**config.mk**
```make
export PLATFORM = sky130hd
export DESIGN_NAME = gemm_result_writer_flat
export DESIGN_NICKNAME = d
export VERILOG_FILES = /design/src/rtl/gemm_result_writer_if.sv /design/src/rtl/gemm_result_writer.sv /design/src/flat_wrapper.sv
export SDC_FILE = /design/constraint.sdc
export NUM_CORES = 1
export LEC_CHECK = 0
export BUFFER_PORTS_ARGS = -buffer_cell sky130_fd_sc_hd__buf_2
export CAP_MARGIN = 15
export CORE_UTILIZATION = 50
export DETAILED_ROUTE_END_ITERATION = 8
export GPL_TIMING_DRIVEN = 0
export PLACE_DENSITY = 0.73
export RECOVER_POWER = 100
export SLEW_MARGIN = 20
export SYNTH_ARGS = -nofsm -noshare
export SYNTH_HDL_FRONTEND = slang
export SYNTH_SLANG_ARGS = --single-unit
export TNS_END_PERCENT = 30
```
**constraint.sdc**
```tcl
create_clock -name clk -period 2.77 [get_ports clk]
set_clock_uncertainty 0.05 [all_clocks]
set_input_delay 0.277 -clock clk [delete_from_list [all_inputs] [get_ports clk]]
set_output_delay 0.277 -clock clk [all_outputs]
set_load 0.01 [all_outputs]
```
**src/rtl/gemm_result_writer_if.sv**
```systemverilog
// Result-stream and memory-write-port bundle for the GEMM result writer.
// The slave modport is the writer's view; the master modport is the producer and memory side.
interface gemm_result_writer_if #(
    parameter int DATA_WIDTH = 16,
    parameter int ADDR_WIDTH = 16
);
    logic                  in_valid;
    logic                  in_ready;
    logic [DATA_WIDTH-1:0] in_data;
    logic                  in_last;
    logic                  mem_we;
    logic [ADDR_WIDTH-1:0] mem_addr;
    logic [DATA_WIDTH-1:0] mem_wdata;
    logic                  mem_ready;

    modport slave (
        input  in_valid, in_data, in_last, mem_ready,
        output in_ready, mem_we, mem_addr, mem_wdata
    );

    modport master (
        output in_valid, in_data, in_last, mem_ready,
        input  in_ready, mem_we, mem_addr, mem_wdata
    );
endinterface

```
**src/rtl/gemm_result_writer.sv**
```systemverilog
// Writes a row-major N x N product stream to memory at base_addr onward,
// reporting done, a wrapping checksum and a framing error on in_last.
//
// state   | meaning
// --------+-------------------------------------------------------------
// S_IDLE  | waiting for start; input stream not accepted
// S_RUN   | accepting elements, one per cycle when memory keeps up
// S_FLUSH | all N*N elements taken; waiting for the final write to land
module gemm_result_writer #(
    parameter int DATA_WIDTH  = 16,
    parameter int ADDR_WIDTH  = 16,
    parameter int MATRIX_SIZE = 32
) (
    input  logic                  clk,
    input  logic                  reset,
    input  logic                  start,
    input  logic [ADDR_WIDTH-1:0] base_addr,
    gemm_result_writer_if.slave   bus,
    output logic                  busy,
    output logic                  done,
    output logic [DATA_WIDTH-1:0] checksum,
    output logic                  err_last
);
    localparam int CW = (MATRIX_SIZE > 1) ? $clog2(MATRIX_SIZE) : 1;
    localparam logic [CW-1:0] LAST_IDX = CW'(MATRIX_SIZE - 1);

    typedef enum logic [1:0] {
        S_IDLE  = 2'd0,
        S_RUN   = 2'd1,
        S_FLUSH = 2'd2
    } state_t;

    state_t state, state_nxt;

    logic [CW-1:0]         row;
    logic [CW-1:0]         col;
    logic [ADDR_WIDTH-1:0] addr_nxt;
    logic                  start_acc;
    logic                  in_acc;
    logic                  out_acc;
    logic                  last_elem;

    // done is high in the first IDLE cycle; a start there is still ignored
    assign start_acc = (state == S_IDLE) && start && !done;
    assign in_acc    = bus.in_valid && bus.in_ready;
    assign out_acc   = bus.mem_we && bus.mem_ready;
    assign last_elem = (row == LAST_IDX) && (col == LAST_IDX);

    always_ff @(posedge clk or posedge reset) begin
        if (reset) begin
            state <= S_IDLE;
        end else begin
            state <= state_nxt;
        end
    end

    always_comb begin
        state_nxt = state;
        case (state)
            S_IDLE: begin
                if (start_acc) begin
                    state_nxt = S_RUN;
                end
            end
            S_RUN: begin
                if (in_acc && last_elem) begin
                    state_nxt = S_FLUSH;
                end
            end
            S_FLUSH: begin
                if (out_acc) begin
                    state_nxt = S_IDLE;
                end
            end
            default: state_nxt = S_IDLE;
        endcase
    end

    always_comb begin
        bus.in_ready = 1'b0;
        busy         = 1'b0;
        case (state)
            S_RUN: begin
                bus.in_ready = !bus.mem_we || bus.mem_ready;
                busy         = 1'b1;
            end
            S_FLUSH: begin
                busy = 1'b1;
            end
            default: begin
                bus.in_ready = 1'b0;
                busy         = 1'b0;
            end
        endcase
    end

    // Row-major order makes base + row*N + col a plain running increment.
    always_ff @(posedge clk or posedge reset) begin
        if (reset) begin
            row      <= '0;
            col      <= '0;
            addr_nxt <= '0;
            checksum <= '0;
            err_last <= 1'b0;
            done     <= 1'b0;
        end else begin
            done <= (state == S_FLUSH) && out_acc;
            if (start_acc) begin
                row      <= '0;
                col      <= '0;
                addr_nxt <= base_addr;
                checksum <= '0;
                err_last <= 1'b0;
            end else if (in_acc) begin
                addr_nxt <= addr_nxt + ADDR_WIDTH'(1);
                checksum <= checksum + bus.in_data;
                if (bus.in_last != last_elem) begin
                    err_last <= 1'b1;
                end
                if (col == LAST_IDX) begin
                    col <= '0;
                    row <= row + CW'(1);
                end else begin
                    col <= col + CW'(1);
                end
            end
        end
    end

    // Output register reloads on the same cycle the held write drains.
    always_ff @(posedge clk or posedge reset) begin
        if (reset) begin
            bus.mem_we    <= 1'b0;
            bus.mem_addr  <= '0;
            bus.mem_wdata <= '0;
        end else if (in_acc) begin
            bus.mem_we    <= 1'b1;
            bus.mem_addr  <= addr_nxt;
            bus.mem_wdata <= bus.in_data;
        end else if (out_acc) begin
            bus.mem_we <= 1'b0;
        end
    end
endmodule

```
**src/flat_wrapper.sv**
```systemverilog
// flat-port wrapper written by rule: the top's interface ports become plain ports
module gemm_result_writer_flat 
#(
    parameter int DATA_WIDTH  = 16,
    parameter int ADDR_WIDTH  = 16,
    parameter int MATRIX_SIZE = 32
)
  (clk, reset, start, base_addr, busy, done, checksum, err_last, bus_in_valid, bus_in_data, bus_in_last, bus_mem_ready, bus_in_ready, bus_mem_we, bus_mem_addr, bus_mem_wdata);
  gemm_result_writer_if #(.DATA_WIDTH(DATA_WIDTH), .ADDR_WIDTH(ADDR_WIDTH)) bus_i ();
  input  logic clk;
  input  logic reset;
  input  logic start;
  input  logic [ADDR_WIDTH-1:0] base_addr;
  output logic busy;
  output logic done;
  output logic [DATA_WIDTH-1:0] checksum;
  output logic err_last;
  input wire logic [$bits(bus_i.in_valid)-1:0] bus_in_valid;
  input wire logic [$bits(bus_i.in_data)-1:0] bus_in_data;
  input wire logic [$bits(bus_i.in_last)-1:0] bus_in_last;
  input wire logic [$bits(bus_i.mem_ready)-1:0] bus_mem_ready;
  output wire logic [$bits(bus_i.in_ready)-1:0] bus_in_ready;
  output wire logic [$bits(bus_i.mem_we)-1:0] bus_mem_we;
  output wire logic [$bits(bus_i.mem_addr)-1:0] bus_mem_addr;
  output wire logic [$bits(bus_i.mem_wdata)-1:0] bus_mem_wdata;
  assign bus_i.in_valid = bus_in_valid;
  assign bus_i.in_data = bus_in_data;
  assign bus_i.in_last = bus_in_last;
  assign bus_i.mem_ready = bus_mem_ready;
  assign bus_in_ready = bus_i.in_ready;
  assign bus_mem_we = bus_i.mem_we;
  assign bus_mem_addr = bus_i.mem_addr;
  assign bus_mem_wdata = bus_i.mem_wdata;
  gemm_result_writer #(.DATA_WIDTH(DATA_WIDTH), .ADDR_WIDTH(ADDR_WIDTH), .MATRIX_SIZE(MATRIX_SIZE)) u_core (.clk(clk), .reset(reset), .start(start), .base_addr(base_addr), .bus(bus_i), .busy(busy), .done(done), .checksum(checksum), .err_last(err_last));
endmodule
```
==> results of run 1 <==
[synthesized netlist by cell type (2+ instances only)]
library cell / instances / area share (%)
nand2_1: 143 / 13
dfrtp_1: 79 / 47
o21ai_0: 34 / 4.0
a21oi_1: 32 / 3.8
ha_1: 24 / 7.1
nor2_1: 17 / 1.5
nand3_1: 15 / 1.8
clkbuf_1: 14 / 1.2
xor2_1: 13 / 2.7
xnor2_1: 12 / 2.5
inv_1: 8 / 0.71
nand4_1: 8 / 1.2
nor3_1: 6 / 0.71
a211oi_1: 5 / 0.89
and3_1: 5 / 0.74
buf_1: 5 / 0.45
a21o_1: 4 / 0.71
a31oi_1: 4 / 0.59
nand2b_1: 4 / 0.59
or3_1: 4 / 0.59
nor3b_1: 3 / 0.53
a211o_1: 2 / 0.42
a41oi_1: 2 / 0.42
and2_1: 2 / 0.30
buf_2: 2 / 0.24
nor4_1: 2 / 0.30
nor4b_1: 2 / 0.42
o21ai_2: 2 / 0.42
or4_1: 2 / 0.36
[metal layers]
layer / vias to the layer above / global-route usage (%) / routed length [um] / share of wire, %
met3: 13 / 4.13 / 554 / 5.4
met1: 1804 / 33.5 / 4650 / 45
met5: - / 0 / 0 / 0
li1: 1847 / - / - / -
met4: 0 / 9.87 / 171 / 1.7
met2: 100 / 41.1 / 4880 / 48
[where the power goes]
| group | switching, mW | leakage [nW] | internal, mW |
|---|---|---|---|
| clock | 0.432 | 0.105 | 0.464 |
| sequential | 0.376 | 1.01 | 1.61 |
| combinational | 1.36 | 1.20 | 0.834 |
| total | 2.17 | 2.32 | 2.91 |
[tightest hold or removal path, stage by stage]
cell     delay [ns]
buf_2          0.08
nand2_1        0.03
o21ai_0        0.06
[layout make-up]
type                       count  area (sq um)  area share, %
tap                          105           131           2.65
inverter                       8          31.3          0.632
clock inverter                 5          56.3           1.14
clock buffer                  11           151           3.06
buffer                        21          78.8           1.59
multi-input combinational    369          2120           42.8
sequential                    79          1980           39.9
timing repair buffer          92           403           8.14
[logic make-up after synthesis]
logic type | share of synthesized area, %
buffers and inverters | 2.64
XOR/XNOR | 5.20
AO/OA/AOI/OAI | 13.9
AND/OR/NAND/NOR | 23.5
flip-flops | 46.9
adder cells (fa/ha/maj) | 7.60
multiplexers | 0.267
[registers in the layout, indices dropped and copies added (netlist names)]
register and cells:
u_core.err_last 1, u_core.row 5, u_core.checksum 16, u_core.state 2, u_core.addr_nxt 16, u_core.bus.mem_addr 16, u_core.done 1, u_core.col 5
u_core.bus.mem_we 1, u_core.bus.mem_wdata 16
[worst max-delay path by stage]
stage                                   startpoint                              endpoint  slack, ns  cells past startpoint
finish              u_core.checksum[0]$_DFFE_PP0P_       u_core.checksum[10]$_DFFE_PP0P_       0.31                      8
CTS                 u_core.checksum[0]$_DFFE_PP0P_       u_core.checksum[10]$_DFFE_PP0P_       0.37                      8
global route        u_core.checksum[0]$_DFFE_PP0P_       u_core.checksum[10]$_DFFE_PP0P_       0.15                      8
floorplan                                    reset        u_core.addr_nxt[0]$_DFFE_PP0P_       0.42                      1
detailed placement                  bus_in_data[0]       u_core.checksum[10]$_DFFE_PP0P_       0.45                      9
global placement                             reset  u_core.bus.mem_wdata[11]$_DFFE_PP0P_      -0.57                      2
[through the flow]
stage                     util (%)  setup slack (ns)  TNS [ns]  power [mW]
final                         60.5             0.309         0        5.08
after global routing          60.5             0.155         0        5.51
after CTS                     61.7             0.374         0        5.19
after detailed placement      59.0             0.450         0        4.28
after global placement        58.7            -0.566    -44.23        4.20
after floorplan                  -             0.420         0        3.49
[cells in the final DEF, fill, tap and decap left out, drive strengths merged, types with 3 or more instances in the layout]
master	synthesis	layout
or3	4	4
nand4	8	8
a31oi	4	4
inv	8	7
ha	24	24
buf	7	39
nor3	6	6
xnor2	12	12
dfrtp	79	79
nand2	143	143
o21ai	36	36
a211oi	5	5
nand3	16	16
clkinv	0	3
nor3b	3	3
clkbuf	14	84
or4	3	3
a21o	4	4
nand2b	4	4
a21oi	33	33
nor2	19	19
and3	6	6
xor2	13	13
==> impl_metrics.json, run 1 <==
{
  "status": "finished, final reports clean",
  "cts.sinks": 79,
  "grt_pass1_vias": 3640,
  "crit_top_cell": "a21oi_1",
  "power_density_nw_per_um2": 1030,
  "die_w_um": 93.8,
  "core_sq_um": 8180,
  "grtUsageTotal_pct": 25.2,
  "layoutNonFillerInstCount": 690,
  "crit_chain": "ha_1 -> fa_1 -> a21o_1 -> nand4_1 -> a21oi_1 -> o41ai_1 -> xnor2_1 -> a21oi_1",
  "p_leak_nw": 2.32,
  "dp.cells": 673,
  "ant_nets": 0,
  "hp-class": "in2reg",
  "critical_path.endpoint_type": "flop",
  "yosysWarnings": 0,
  "place_area_sq_um": 4830,
  "fin_crit_ns": 2.46,
  "cts_hold_buf": 1,
  "antenna_cells": 0,
  "drc": 0,
  "crit_required_ns": 2.94,
  "async_reset_ff_share_pct": 100,
  "maxCapViolCount": 0,
  "drtIter0Drc": 224,
  "syn_nets": 540,
  "nNetsFinal": 643,
  "timing.critical_path.buf_inv": 0,
  "syn2layout_area_growth_pct": 17.4,
  "gp_congestion": 0.897,
  "post-route-cell-area_sq_um": 4950,
  "rows": 33,
  "cts_resized": 0,
  "yosysSeqAreaShare_pct": 46.9,
  "whs_ns": 0.0710,
  "max-vdd-ir-drop_mv": 0.499,
  "antenna_found_initial": 0,
  "r2r-start": "u_core.checksum[0]$_DFFE_PP0P_",
  "clock.fmax_ghz": 0.406,
  "grt_pass1_wl_um": 17200,
  "ff2ff_path_depth": 8,
  "whs_endpoint": "u_core.addr_nxt[8]$_DFFE_PP0P_",
  "final_max_slew_viol_count": 0,
  "rsz0062_at_grt": "no",
  "worstHoldPathCells": 3,
  "drt-total-wl_um": 10300,
  "crit_path_max_incr_delay_ns": 0.43,
  "setup_viol_count_final": 0,
  "synthCells": 477,
  "drive_above_1_share_pct": 10.9,
  "overflow": 0,
  "vias": 3764,
  "path_class": "reg2reg",
  "min_period_over_period_pct": 88.8,
  "synth_ff_type": "dfrtp_1",
  "post_drt_wl_per_cell_um": 14.9,
  "regToRegSetupSlack_ns": 0.31,
  "crit_path_top_delay_cell": "fa_1",
  "relSlewSlack_pct": 35.7,
  "hold_violations": 0,
  "clock-root-buffer": "clkbuf_8",
  "cts_buffers": 9,
  "ys_ff_latch": 79,
  "crit_family": "compound AO/OA/AOI/OAI gates",
  "viasPerCell": 5.46,
  "io_pins": 91,
  "start_util_pct": 51.5,
  "clk_path_buf_depth": 2,
  "portBuffers": 90,
  "worst_slew_pin_slew_ns": 0.959,
  "die-height_um": 93.8,
  "cp-start-kind": "flop",
  "n_fill_cell": 778,
  "synth.distinct_cells": 51,
  "synth_edf_count": 0,
  "h-tree-depth": 3,
  "worstHoldStart": "base_addr[8]",
  "tritoncts": "done",
  "arrival_ns": 2.63,
  "avgSynthCellArea_sq_um": 8.83,
  "grt_max_degree": 58,
  "dp_hpwl_um": 7580,
  "post_cts_buffers": 0,
  "clkLatencyLatePin_ns": 0.35,
  "r2r_end": "u_core.checksum[10]$_DFFE_PP0P_",
  "first_pass_iters": 4,
  "syn-cell-area_sq_um": 4210,
  "die_area_sq_um": 8800,
  "critical_path.max_fanout": 4,
  "path_clk_slew_ns": 0.09
}
Power figures use the tool's default switching activity.
==> inputs of run 2 (changes only) <==
--- a/config.mk
+++ b/config.mk
@@ -12,6 +12,7 @@
 export GPL_TIMING_DRIVEN = 0
 export PLACE_DENSITY = 0.73
 export RECOVER_POWER = 100
+export REMOVE_ABC_BUFFERS = 1
 export SLEW_MARGIN = 20
 export SYNTH_ARGS = -nofsm -noshare
 export SYNTH_HDL_FRONTEND = slang
==> constraint.sdc (replaced) <==
create_clock -name clk -period 2.8 [get_ports clk]
set_clock_uncertainty 0.05 [all_clocks]
set_input_delay 0.28 -clock clk [delete_from_list [all_inputs] [get_ports clk]]
set_output_delay 0.28 -clock clk [all_outputs]
set_load 0.01 [all_outputs]
==> run 2 against run 1 <==
Worst setup slack worse by 0.081 ns. Count of clock-buffer cells in the layout unchanged. Critical path depth down 1. Combinational power down 3%. Routed wire length down 8.7%. Cell count down 3.0%. Largest cell class unchanged. Largest power group unchanged.
==> impl_metrics.json, run 2 (same netlist as run 1, synthesis figures left out) <==
{
  "regArea_sq_um": 1980,
  "critical_path.endpoint_type": "flop",
  "post_drt_wl_per_cell_um": 14.0,
  "crit_required_ns": 2.99,
  "worst_slew_pin_slew_ns": 1.27,
  "grt_pass1_vias": 3307,
  "vias": 3635,
  "pwr-share-clk_pct": 19.2,
  "clk_path_buf_depth": 2,
  "critPathLaunch": "u_core.state[1]$_DFFE_PP0P_",
  "crit_path_end": "u_core.addr_nxt[15]$_DFFE_PP0P_",
  "clkLatencyLatePin_ns": 0.35,
  "grt_max_degree": 67,
  "antenna_cells": 0,
  "path_clk_slew_ns": 0.09,
  "place_area_sq_um": 4790,
  "grtUsageTotal_pct": 22.5,
  "p_leak_nw": 2.33,
  "hold_violations": 0,
  "multi_input_area_sq_um": 2150,
  "arrival_ns": 2.77,
  "final_cell_mix": "nand2_1, dfrtp_1, clkbuf_1, buf_2, o21ai_0",
  "clock-root-buffer": "clkbuf_8",
  "viasPerCell": 5.43,
  "tritoncts": "done",
  "die_area_sq_um": 8800,
  "maxCapViolCount": 0,
  "worstHoldStart": "base_addr[13]",
  "drc": 0,
  "portBuffers": 90,
  "switchingPower_mw": 2.09,
  "drive_above_1_share_pct": 12.4,
  "share_seq_of_total_power_pct": 38.8,
  "h-tree-depth": 3,
  "post-route-cell-area_sq_um": 4960,
  "rows": 33,
  "n_fill_cell": 752,
  "drtIter0Drc": 165,
  "cp-start-kind": "flop",
  "cts_buffers": 9,
  "syn2layout_area_growth_pct": 17.6,
  "cts.sinks": 79,
  "io_pins": 91,
  "r2r_end": "u_core.addr_nxt[15]$_DFFE_PP0P_",
  "ff2ff_path_depth": 7,
  "internal_power_mw": 2.97,
  "status": "finished, final reports clean",
  "grt_pass1_wl_um": 15600,
  "final_max_slew_viol_count": 0,
  "fin_crit_ns": 2.57,
  "regToRegSetupSlack_ns": 0.23,
  "rsz0062_at_grt": "no",
  "die-height_um": 93.8,
  "post_cts_buffers": 0,
  "ant_nets": 0,
  "final_common_cell": "nand2_1",
  "combPwrFrac_pct": 42.0,
  "critical_path.max_fanout": 60,
  "start_util_pct": 51.5,
  "core_sq_um": 8180,
  "nNetsFinal": 623,
  "overflow": 0,
  "r2r-start": "u_core.state[1]$_DFFE_PP0P_",
  "clock.fmax_ghz": 0.389,
  "drt-total-wl_um": 9360,
  "power_density_nw_per_um2": 1020,
  "first_pass_iters": 4,
  "dp_hpwl_um": 6320,
  "hp-class": "in2reg",
  "die_w_um": 93.8,
  "relSlewSlack_pct": 14.7,
  "min_period_over_period_pct": 91.8,
  "fin_util_pct": 60.6,
  "max-vdd-ir-drop_mv": 0.401,
  "path_class": "reg2reg",
  "swShare_pct": 41.3,
  "gp_congestion": 0.898,
  "setup_viol_count_final": 0,
  "antenna_found_initial": 0
}
run 2: cell types whose count changed in the layout (fill, tap and decap cells not counted), sizes merged:
cell	before	now
clkinv	3	1
buf	39	40
bufinv	1	2
inv	7	8
clkbuf	84	63
clkinvlp	2	1
run 2: worst min-delay path by stage:
stage,to,slack [ns],cells after the start
final,u_core.addr_nxt[13]$_DFFE_PP0P_,0.08,3
after CTS,u_core.addr_nxt[15]$_DFFE_PP0P_,0.07,3
after global placement,u_core.bus.mem_wdata[0]$_DFFE_PP0P_,0.40,2
after global routing,u_core.addr_nxt[13]$_DFFE_PP0P_,0.07,3
after floorplan,u_core.bus.mem_wdata[0]$_DFFE_PP0P_,0.34,2
after detailed placement,u_core.bus.mem_wdata[4]$_DFFE_PP0P_,0.24,2
run 2: power by group through the flow:
| stage | clock, mW | combinational, mW | sequential, mW |
|---|---|---|---|
| 5_1_grt | 1.04 | 2.43 | 2.03 |
| 6_report | 0.975 | 2.13 | 1.96 |
| 3_5_place_dp | 0 | 2.22 | 1.97 |
| 3_3_place_gp | 0 | 2.14 | 1.95 |
| 4_1_cts | 0.988 | 2.23 | 1.95 |
| 2_1_floorplan | 0 | 1.34 | 2.08 |
run 2: repair_timing:
item                                    CTS  global route
hold endpoints to repair                 26             0
endpoints found under the setup margin    0             4
hold buffers                              1             0
gates resized for setup                   0             2
run 2: cell type report:
class / instances / share of cell area, %
sequential: 79 / 39.9
tap: 105 / 2.65
clock inverter: 4 / 1.56
clock buffer: 11 / 3.05
timing repair buffer: 93 / 8.93
multi-input combinational: 369 / 43.3
inverter: 8 / 0.631
run 2: critical path, cell delays in order (launching register included):
cell and delay, ns:
dfrtp_1 0.40, inv_1 0.11, ha_2 0.27, nand3_4 0.53
or4_4 0.72, nor2_1 0.16, xnor2_1 0.15, o21ai_2 0.06
run 2: stage by stage:
step	setup TNS [ns]	instances	total power [mW]	hold slack, ns	setup WS [ns]
final	0	669	5.07	0.0792	0.228
after floorplan	-1.82	456	3.42	0.335	-0.380
after detailed placement	0	653	4.19	0.241	0.0997
after global routing	0	669	5.50	0.0669	0.0372
after global placement	-90.50	651	4.09	0.401	-1.42
after CTS	0	669	5.17	0.0714	0.0882
run 2: per-layer routing:
| layer | global-route usage (%) | vias to the layer above | wire, um |
|---|---|---|---|
| met2 | 35.5 | 76 | 4520 |
| met5 | 0 | - | 0 |
| met3 | 4.13 | 7 | 355 |
| met1 | 31.2 | 1758 | 4390 |
| met4 | 7.69 | 0 | 90 |
| li1 | - | 1794 | - |
